<file path="src/rtl/div_ctrl.sv">
// rtl/div_ctrl.sv - execute-stage divide/modulo controller driving a multicycle divider
// Optional signed mode: define DIV_SIGNED_EN.
module div_ctrl #(
    parameter int TIMEOUT = 40
) (
    input  logic        clk,
    input  logic        reset,
    input  logic        req_valid,
    input  logic        req_mod,
    input  logic [3:0]  req_rd,
    input  logic [15:0] req_a,
    input  logic [15:0] req_b,
    output logic        req_ready,
    output logic        stall,
    output logic        wb_valid,
    output logic [3:0]  wb_rd,
    output logic [15:0] wb_data,
    input  logic        wb_ready,
    output logic        div0,
    output logic        timeout_err,
    output logic [15:0] div_dividend,
    output logic [15:0] div_divisor,
    output logic [1:0]  div_opctrl,
    input  logic [15:0] div_out,
    input  logic        div_busy
);

    localparam int CW = $clog2(TIMEOUT + 1);

    typedef enum logic [1:0] {IDLE, ISSUE, WAIT, WB} state_t;

    state_t        state, next_state;
    logic          mod_r;
    logic [3:0]    rd_r;
    logic [15:0]   a_r, b_r;
    logic [15:0]   data_r;
    logic          div0_r;
    logic          terr_r;
    logic [CW-1:0] wait_cnt;
    logic [15:0]   op_a, op_b, result;
    logic          wait_expired;

`ifdef DIV_SIGNED_EN
    logic neg_q, neg_r;
    // Divider sees magnitudes; signs are restored on the captured result.
    assign op_a   = a_r[15] ? (~a_r + 16'd1) : a_r;
    assign op_b   = b_r[15] ? (~b_r + 16'd1) : b_r;
    assign neg_q  = a_r[15] ^ b_r[15];
    assign neg_r  = a_r[15];
    assign result = mod_r ? (neg_r ? (~div_out + 16'd1) : div_out)
                          : (neg_q ? (~div_out + 16'd1) : div_out);
`else
    assign op_a   = a_r;
    assign op_b   = b_r;
    assign result = div_out;
`endif

    assign wait_expired = (wait_cnt == CW'(TIMEOUT - 1));

    always_comb begin
        next_state   = state;
        req_ready    = 1'b0;
        wb_valid     = 1'b0;
        stall        = 1'b0;
        div_opctrl   = 2'b00;
        div_dividend = 16'd0;
        div_divisor  = 16'd0;
        case (state)
            IDLE: begin
                req_ready = 1'b1;
                stall     = req_valid;
                if (req_valid)
                    next_state = (req_b == 16'd0) ? WB : ISSUE;
            end
            ISSUE: begin
                stall        = 1'b1;
                div_opctrl   = {1'b1, mod_r};
                div_dividend = op_a;
                div_divisor  = op_b;
                next_state   = WAIT;
            end
            WAIT: begin
                stall        = 1'b1;
                div_opctrl   = {1'b0, mod_r};
                div_dividend = op_a;
                div_divisor  = op_b;
                if (!div_busy || wait_expired)
                    next_state = WB;
            end
            WB: begin
                wb_valid = 1'b1;
                stall    = !wb_ready;
                if (wb_ready)
                    next_state = IDLE;
            end
            default: next_state = IDLE;
        endcase
    end

    always_ff @(posedge clk) begin
        if (reset) begin
            state    <= IDLE;
            mod_r    <= 1'b0;
            rd_r     <= 4'd0;
            a_r      <= 16'd0;
            b_r      <= 16'd0;
            data_r   <= 16'd0;
            div0_r   <= 1'b0;
            terr_r   <= 1'b0;
            wait_cnt <= '0;
        end else begin
            state <= next_state;
            case (state)
                IDLE: begin
                    if (req_valid) begin
                        mod_r    <= req_mod;
                        rd_r     <= req_rd;
                        a_r      <= req_a;
                        b_r      <= req_b;
                        div0_r   <= (req_b == 16'd0);
                        wait_cnt <= '0;
                        // Divide-by-zero result is known now; the divider is bypassed.
                        if (req_b == 16'd0)
                            data_r <= req_mod ? req_a : 16'hFFFF;
                    end
                end
                WAIT: begin
                    wait_cnt <= wait_cnt + 1'b1;
                    if (!div_busy) begin
                        data_r <= result;
                    end else if (wait_expired) begin
                        data_r <= 16'hFFFF;
                        terr_r <= 1'b1;
                    end
                end
                default: ;
            endcase
        end
    end

    assign wb_rd       = rd_r;
    assign wb_data     = data_r;
    assign div0        = div0_r;
    assign timeout_err = terr_r;

endmodule

</file>
<file path="config.mk">
export PLATFORM = sky130hd
export DESIGN_NAME = div_ctrl
export DESIGN_NICKNAME = d
export VERILOG_FILES = /design/src/rtl/div_ctrl.sv
export SDC_FILE = /design/constraint.sdc
export NUM_CORES = 1
export LEC_CHECK = 0
export BUFFER_PORTS_ARGS = -buffer_cell sky130_fd_sc_hd__buf_2
export CORE_MARGIN = 1.5
export CORE_UTILIZATION = 49
export CTS_CLUSTER_SIZE = 40
export DETAILED_ROUTE_END_ITERATION = 10
export GPL_TIMING_DRIVEN = 0
export PLACE_DENSITY_LB_ADDON = 0.08
export RECOVER_POWER = 50
export SLEW_MARGIN = 10
export SYNTH_ARGS = -nofsm -noshare
export SYNTH_HDL_FRONTEND = slang
export SYNTH_SLANG_ARGS = --single-unit
</file>
<file path="constraint.sdc">
create_clock -name clk -period 2.83 [get_ports clk]
set_input_delay 0 -clock clk [delete_from_list [all_inputs] [get_ports clk]]
set_output_delay 0 -clock clk [all_outputs]
set_load 0.02 [all_outputs]
</file>
### Yosys cells after proc, flatten, opt, wreduce, memory -nomap -nowiden

Cells that the tools add are included.

| storage, ports and cells | value |
|---|---|
| flip-flop bits (word level) | 63 |
| ROM bits | 0 |
| output and inout bits | 59 |
| memories kept | 0 |
| input port bits | 58 |
| bits in latches | 0 |
| word-level logic and storage cells | 50 |
| RAM bits | 0 |

| operators by class | value |
|---|---|
| divide/modulo/power cells | 0 |
| muxes and demuxes | 19 |
| $mul | 0 |
| $lt $le $gt $ge | 0 |
| equal/unequal tests | 9 |
| bitwise gates (word level) | 0 |
| shift operators | 0 |
| $add $sub $neg | 1 |
| reductions and logical operators | 12 |

Operators by type and width:

| operator | number |
|---|---|
| $mux W16 | 7 |
| $pmux W16 S2 | 1 |
| $logic_not A16 Y1 | 1 |
| $pmux W6 S2 | 1 |
| $mux W2 | 4 |
| $ne A2 B2 Y1 const B | 4 |
| $pmux W2 S4 | 1 |
| $add A6 B1 Y6 const B | 1 |
| $eq A6 B6 Y1 const B | 1 |
| $mux W6 | 1 |
| $reduce_and A3 Y1 | 2 |
| $eq A2 B2 Y1 const B | 2 |
| $pmux W2 S2 | 1 |
| $reduce_and A2 Y1 | 2 |
| $reduce_and A4 Y1 | 1 |
| $ne A3 B3 Y1 const B | 1 |
| $pmux W1 S3 | 1 |
| $eq A2 B1 Y1 const B | 1 |
| $logic_not A1 Y1 | 2 |
| $logic_not A2 Y1 | 1 |
| $mux W1 | 2 |
| $reduce_bool A2 Y1 | 1 |
| $reduce_or A2 Y1 | 1 |
| $logic_or A1 B1 Y1 | 1 |

### Depth between registers and ports, before layout

Gate-level depths: netlist of run 1.

| logic depth | value |
|---|---|
| word-level depth | 4 |
| depth in mapped cells | 9 |
| gate-level depth less buffers | 6 |

### Worst setup path before layout of run 1

No wires, ideal clock.

| path | value |
|---|---|
| kind | register -> register |
| start point | reg state[0] |
| end point | reg data_r[0], in the netlist wb_data[0] |
| setup time | 0.121 ns |
| arrival time | 1.957 ns |
| data required time | 2.709 ns |
| clock period less this slack | 2.078 ns |
| setup slack | 0.752 ns |
| path buffers | 1 |
| stages on the path, launching flop included | 7 |
| path through | dfxtp_1 -> inv_1 -> ha_1 -> mux2i_1 -> a211oi_4 -> buf_12 -> mux2_4 |

| between the ends | value |
|---|---|
| longest elaborated chain between the ends | 3 |
| elaborated cells on any way between the ends | 8 |
| those cells by class | 4 x eq/ne; 1 x mux; 3 x reduce/logical |

RTL lines:

| element | line | text |
|---|---|---|
| start: declaration | 32 | `state_t state, next_state;` |
| start signal: assignment | 112 | `state <= next_state;` |
| $eq A2 B2 Y1 / $logic_not A2 Y1 (equally long branches) | 113 | `case (state)` |
| $ne A3 B3 Y1 (no line) (tied with other cells) | - |  |
| $reduce_and A4 Y1 (no line) | - |  |
| end signal: assignment | 124 | `data_r <= req_mod ? req_a : 16'hFFFF;` |
| end signal: assignment | 130 | `data_r <= result;` |
| end: declaration | 36 | `logic [15:0] data_r;` |

Several ways; a longest one is shown, not always the timed one.
A chain may end at the register's enable or synchronous reset.

### Worst setup path in the final report of run 1

| path | value |
|---|---|
| start point | reg state[0] |
| end point | reg data_r[9], in the netlist wb_data[9] |

The elaborated chain is that of the path after synthesis.

==> results of run 1 <==
[kinds of logic after synthesis]
| kind of cell | Yosys count | share of synthesized area |
|---|---|---|
| compound gates | 72 | 0.139 |
| xor+xnor | 1 | 0.00290 |
| fa+ha+maj | 7 | 0.0290 |
| buf+inv | 27 | 0.0394 |
| flops | 63 | 0.418 |
| mux | 18 | 0.0788 |
| simple gates | 177 | 0.293 |
[critical path, cell delays in order, from the launching register on]
cell and delay (ns):
dfxtp_1 0.42, inv_1 0.11, ha_1 0.22, buf_2 0.18, nand2_1 0.11, o21ba_2 0.19
a211oi_4 0.49, buf_12 0.22, mux2_4 0.31
[final timing paths]
| kind | start | cells past startpoint | slack, ns | endpoint |
|---|---|---|---|---|
| max reg2reg | state[0] | 8 | 0.46 | wb_data[9] |
| min reg2reg | b_r[3] | 2 | 0.45 | b_r[3] |
| min | div_out[5] | 4 | 0.06 | wb_data[5] |
| max | state[0] | 8 | 0.46 | wb_data[9] |
[cells in the final DEF (no fill, tap or decap), types with 2 or more instances in the layout]
cell           count
buf_2             83
nand2_1           83
dfxtp_1           63
clkbuf_1          57
a21oi_1           45
dlygate4sd3_1     37
and2_1            31
nor2_1            20
nor2b_1           19
o22ai_1           16
mux2_4            10
clkbuf_8           9
ha_1               7
mux2_2             6
nor3_1             5
o21ai_0            4
and2_0             3
nor4_2             3
clkinv_2           3
inv_1              2
nand2b_1           2
o21ba_2            2
mux2i_1            2
o21bai_1           2
nand3_1            2
nor3b_1            2
[power breakdown]
group,internal [mW],switching (mW),total (mW)
Sequential,1.09,0.105,1.20
Combinational,0.640,1.05,1.69
Clock,0.404,0.345,0.749
[synth_stat cells, drive strengths merged (3+ instances only)]
cell type	instances
o22ai	16
nor3	5
a21oi	45
nor2	20
o21ai	4
ha	7
nor4	5
and2	34
nor2b	19
buf	3
clkbuf	22
mux2	16
dfxtp	63
nand2	83
[cell type report]
cell class                      instances  area, um2  share of cell area
Clock inverter                          6       61.3              0.0146
Tap cell                               75       93.8              0.0223
Buffer                                 25        111              0.0265
Clock buffer                           10        128              0.0303
Sequential cell                        63       1260               0.300
Timing Repair Buffer                  153        908               0.216
Multi-Input combinational cell        275       1640               0.389
Inverter                                2       7.51             0.00178
[routing by layer]
| metal | vias up | track usage |
|---|---|---|
| li1 | 1538 | - |
| met1 | 1416 | 0.328 |
| met2 | 97 | 0.421 |
| met3 | 10 | 0.0689 |
| met4 | 0 | 0.0845 |
| met5 | - | 0 |
[registers in the layout, indices dropped and copies added, names as in the netlist]
register,count
div0,1
timeout_err,1
mod_r,1
b_r,16
wb_data,16
state,2
wb_rd,4
wait_cnt,6
a_r,16
[repair_timing]
item                      CTS  global route
buffers inserted            0             0
hold endpoints to repair   37             0
hold buffers               37             0
[through the flow]
step           instance area (um2)  instances  worst slack, ns  total power [mW]  hold slack (ns)
5_1_grt                       4210        609            0.352              3.89           0.0448
3_3_place_gp                  3690        556            0.522              2.88            0.243
6_report                      4210        609            0.457              3.64           0.0574
3_5_place_dp                  3690        556            0.493              2.91            0.250
4_1_cts                       4250        609            0.477              3.70           0.0386
2_1_floorplan                 3020        365            0.752              2.41            0.136
==> flow_summary_export.csv, run 1 <==
group,metric,value,unit
run_status,status,"finished, final reports clean",
power_and_ir_drop,power_density,865,nW/um2
sta,maxSlewHeadroom,0.486,
clock_network,cts_resized,0,
clock_network,clock_latency,0.34,ns
routing,wl_met3,524,um
yosys,netlist_instances,365,
global_route,gr-usage-all-layers,0.257,
sta,clock.fmax,0.421,GHz
run,max-cap-violations,0,
critical_path,worstPathMaxFanout,10,
sta,rsz0062_at_grt,"no",
clock_network,cts_buffers,9,
floorplanning,num_rows,28,
clock_network,htree_levels,3,
floorplanning,die_w,81.5,um
final_layout,fin_nets,594,
yosys,async_flop_share,0,
critical_path,cp.arrival,2.60,ns
sta,hold_violations,0,
global_route,grt_pass1_wl,13.0,mm
final_layout,drive_gt1_frac,0.230,
sta,clock_skew,0.00806,ns
critical_path,cp-start-kind,"flip-flop",
yosys,ys.flop_type,"dfxtp_1",
routing,vias_per_cell,5.03,
yosys,ys_top_cells_by_area,"dfxtp_1 42%, nand2_1 10%, a21oi_1 7.5%",
global_route,first_global_vias,2846,
routing,routed-wl-met2,4.03,mm
global_route,antenna_found_initial,0,
sta,drv_slew,0,
clock_network,clk_pin_slew,0.07,ns
yosys,yosys.area.top_type,"dfxtp_1",
power_and_ir_drop,p_leak,1.79,nW
placed_design,globalplace.congestion,0.813,
final_layout,final_util,0.711,
floorplanning,core,5920,um2
placed_design,port_buffers,116,
routing,drt-wirelength-per-cell,13.6,um
final_layout,fillers,536,
floorplanning,io_pins,117,
clock_network,cts-root-buf,"clkbuf_8",
routing,topRoutingLayerUsed,"met4",
power_and_ir_drop,max-vdd-ir-drop,0.539,mV
routing,firstDrtPassIters,4,
routing,drt-met1-wl,3.59,mm
routing,vias,3061,
final_layout,diodes,0,
global_route,overflow,0,
placed_design,dp_hpwl,5.80,mm
yosys,synth_top_area_share,0.418,
floorplanning,start_util,0.510,
yosys,synth.distinct_cells,35,
floorplanning,fp.dieH,81.5,um
clock_network,cts_tree,"done",
yosys,ys_warn_count,0,
yosys,synth_area,3020,um2
sta,worst_pin_slew,0.749,ns
yosys,synthesis.nets,430,
floorplanning,dieArea,6640,um2
global_route,grt_max_degree,12,
critical_path,crit_path_end_kind,"flip-flop",
routing,antenna_left,0,
sta,timing.final.crit_share,0.839,
sta,finalSetupViolations,0,
routing,drc_errors,0,
routing,drt_iter0_drc,167,
sta,tns,0,ns
yosys,seq_area_frac_synth,0.418,
clock_network,cts_sinks,63,
yosys,synth_edf_count,0,
yosys,avgSynthCellArea,8.26,um2
critical_path,crit_type,"reg -> reg",
final_layout,area_growth,39.5,%
sta,period_needed,2.37,ns
critical_path,required,3.05,ns
min_path,hold_path_class,"in -> reg",
routing,totalWireLength,8.26,mm
yosys,ys_ff_latch,63,
clock_network,clockBufferDepth,2,
No activity file was read; power rests on OpenSTA's default activity.
==> inputs of run 2 (changes only) <==
==> constraint.sdc (replaced) <==
create_clock -name clk -period 2.4 [get_ports clk]
set_input_delay 0 -clock clk [delete_from_list [all_inputs] [get_ports clk]]
set_output_delay 0 -clock clk [all_outputs]
set_load 0.02 [all_outputs]
==> run 2 against run 1 <==
- count of clock-buffer cells in the layout did not move
- sequential power increased by 18%
- worst hold slack lost 0.0012 ns
- utilization grew 0.32 points
- combinational power increased by 20%
- highest routed layer unchanged
- critical path depth down 1
- via count rose by 1.6%
- worst setup slack lost 0.32 ns
- first-iteration DRC count decreased by 4.8%
- total power rose by 19%
==> flow_summary_export.csv, run 2 (synthesis results as in run 1) <==
group,metric,value,unit
run_status,status,"finished, final reports clean",
sta,clock.fmax,0.442,GHz
sta,layout_setup_ws,0.136,ns
routing,firstDrtPassIters,4,
global_route,first_global_vias,2846,
global_route,overflow,0,
final_layout,layout_commonest_cell,"buf_2",
placed_design,dp_hpwl,5.80,mm
floorplanning,io_pins,117,
final_layout,drive_gt1_frac,0.239,
critical_path,crit_path_end_kind,"flip-flop",
global_route,grt_max_degree,12,
sta,tns,0,ns
power_and_ir_drop,max-vdd-ir-drop,0.639,mV
routing,vias,3110,
clock_network,cts_tree,"done",
sta,finalSetupViolations,0,
power_and_ir_drop,p_leak,1.81,nW
clock_network,cts_resized,0,
critical_path,max_stage_delay,0.58,ns
routing,drc_errors,0,
placed_design,globalplace.congestion,0.813,
clock_network,cts_buffers,9,
sta,maxSlewHeadroom,0.487,
sta,period_needed,2.26,ns
min_path,min_path_cells,4,
clock_network,cts-root-buf,"clkbuf_8",
critical_path,cp-start-kind,"flip-flop",
critical_path,worstPathMaxFanout,10,
clock_network,clk_pin_slew,0.07,ns
routing,antenna_left,0,
floorplanning,num_rows,28,
routing,drt-wirelength-per-cell,13.5,um
critical_path,slowest_stage,"mux2i_1",
placed_design,port_buffers,116,
placed_design,pre_cts_ws,0.0626,ns
global_route,grt_pass1_wl,13.0,mm
critical_path,critPathLaunch,"state[0]",
final_layout,final_util,0.714,
sta,worst_pin_slew,0.747,ns
critical_path,r2r-start,"state[0]",
final_layout,diodes,0,
final_layout,area_growth,40.1,%
critical_path,path_cells,"inv_1, ha_1, buf_2, mux2i_1, a211oi_4, buf_12, mux2_4",
min_path,worstHoldStart,"div_out[5]",
clock_network,clockBufferDepth,2,
power_and_ir_drop,power_density,1020,nW/um2
floorplanning,core,5920,um2
critical_path,r2r_cells,7,
critical_path,required,2.62,ns
global_route,gr-usage-all-layers,0.257,
sta,timing.final.crit_share,0.943,
routing,drt_iter0_drc,159,
global_route,antenna_found_initial,0,
floorplanning,fp.dieH,81.5,um
clock_network,htree_levels,3,
critical_path,cp.arrival,2.49,ns
clock_network,cts_sinks,63,
sta,drv_slew,0,
run,max-cap-violations,0,
floorplanning,start_util,0.510,
floorplanning,dieArea,6640,um2
routing,totalWireLength,8.25,mm
final_layout,mostFrequentLayoutCells,"86 x buf_2, 83 x nand2_1, 63 x dfxtp_1",
sta,hold_violations,0,
routing,vias_per_cell,5.09,
floorplanning,die_w,81.5,um
clock_network,clock_latency,0.33,ns
critical_path,crit_type,"reg -> reg",
final_layout,fin_nets,596,
min_path,hold_path_class,"in -> reg",
power_and_ir_drop,p_total,4.32,mW
sta,clock_skew,0.00679,ns
==> run 2: timing repair <==
action / 4_1_cts / 5_1_grt
setup buffers: 0 / 2
endpoints found under the hold margin: 37 / 0
hold buffers: 37 / 0
setup endpoints to repair: 0 / 10
==> run 2: report_power, final <==
part	switching, mW	total (mW)	leakage (nW)	internal [mW]
clock network	0.405	0.881	0.0960	0.476
logic	1.25	2.03	1.20	0.780
registers	0.123	1.41	0.515	1.29
==> run 2: critical path, delay by kind of cell, from the launching register on <==
| kind | cells | cell delay [ns] |
|---|---|---|
| buffers and inverters | 3 | 0.49 |
| flip-flops | 1 | 0.42 |
| multiplexers | 2 | 0.88 |
| AO/OA/AOI/OAI | 1 | 0.14 |
| adder cells (fa/ha/maj) | 1 | 0.22 |
==> run 2: cell type report <==
type / count / area (um2)
repair buffers: 155 / 927
inverters: 2 / 7.51
flip-flops and latches: 63 / 1260
clock buffers: 10 / 128
fillers: 528 / 1690
plain buffers: 25 / 111
multi-input cells: 275 / 1640
clock inverters: 6 / 61.3
well taps: 75 / 93.8
==> run 2: per-layer routing <==
metal / vias to the layer above / GRT usage / routed length [um]
met3: 12 / 0.0689 / 595
met4: 0 / 0.0845 / 118
met1: 1436 / 0.328 / 3550
li1: 1545 / - / -
met2: 117 / 0.421 / 3990
met5: - / 0 / 0
==> run 2: final timing paths <==
kind	slack, ns	to
min reg2reg	0.45	b_r[3]
min	0.06	wb_data[5]
max reg2reg	0.14	wb_data[9]
max	0.14	wb_data[9]
==> run 2: through the flow <==
stage | hold WS [ns] | area [um2] | std cells
finish | 0.0562 | 4230 | 611
global route | 0.0446 | 4230 | 611
CTS | 0.0386 | 4250 | 609
detailed placement | 0.250 | 3690 | 556
global placement | 0.243 | 3690 | 556
floorplan | 0.136 | 3020 | 365
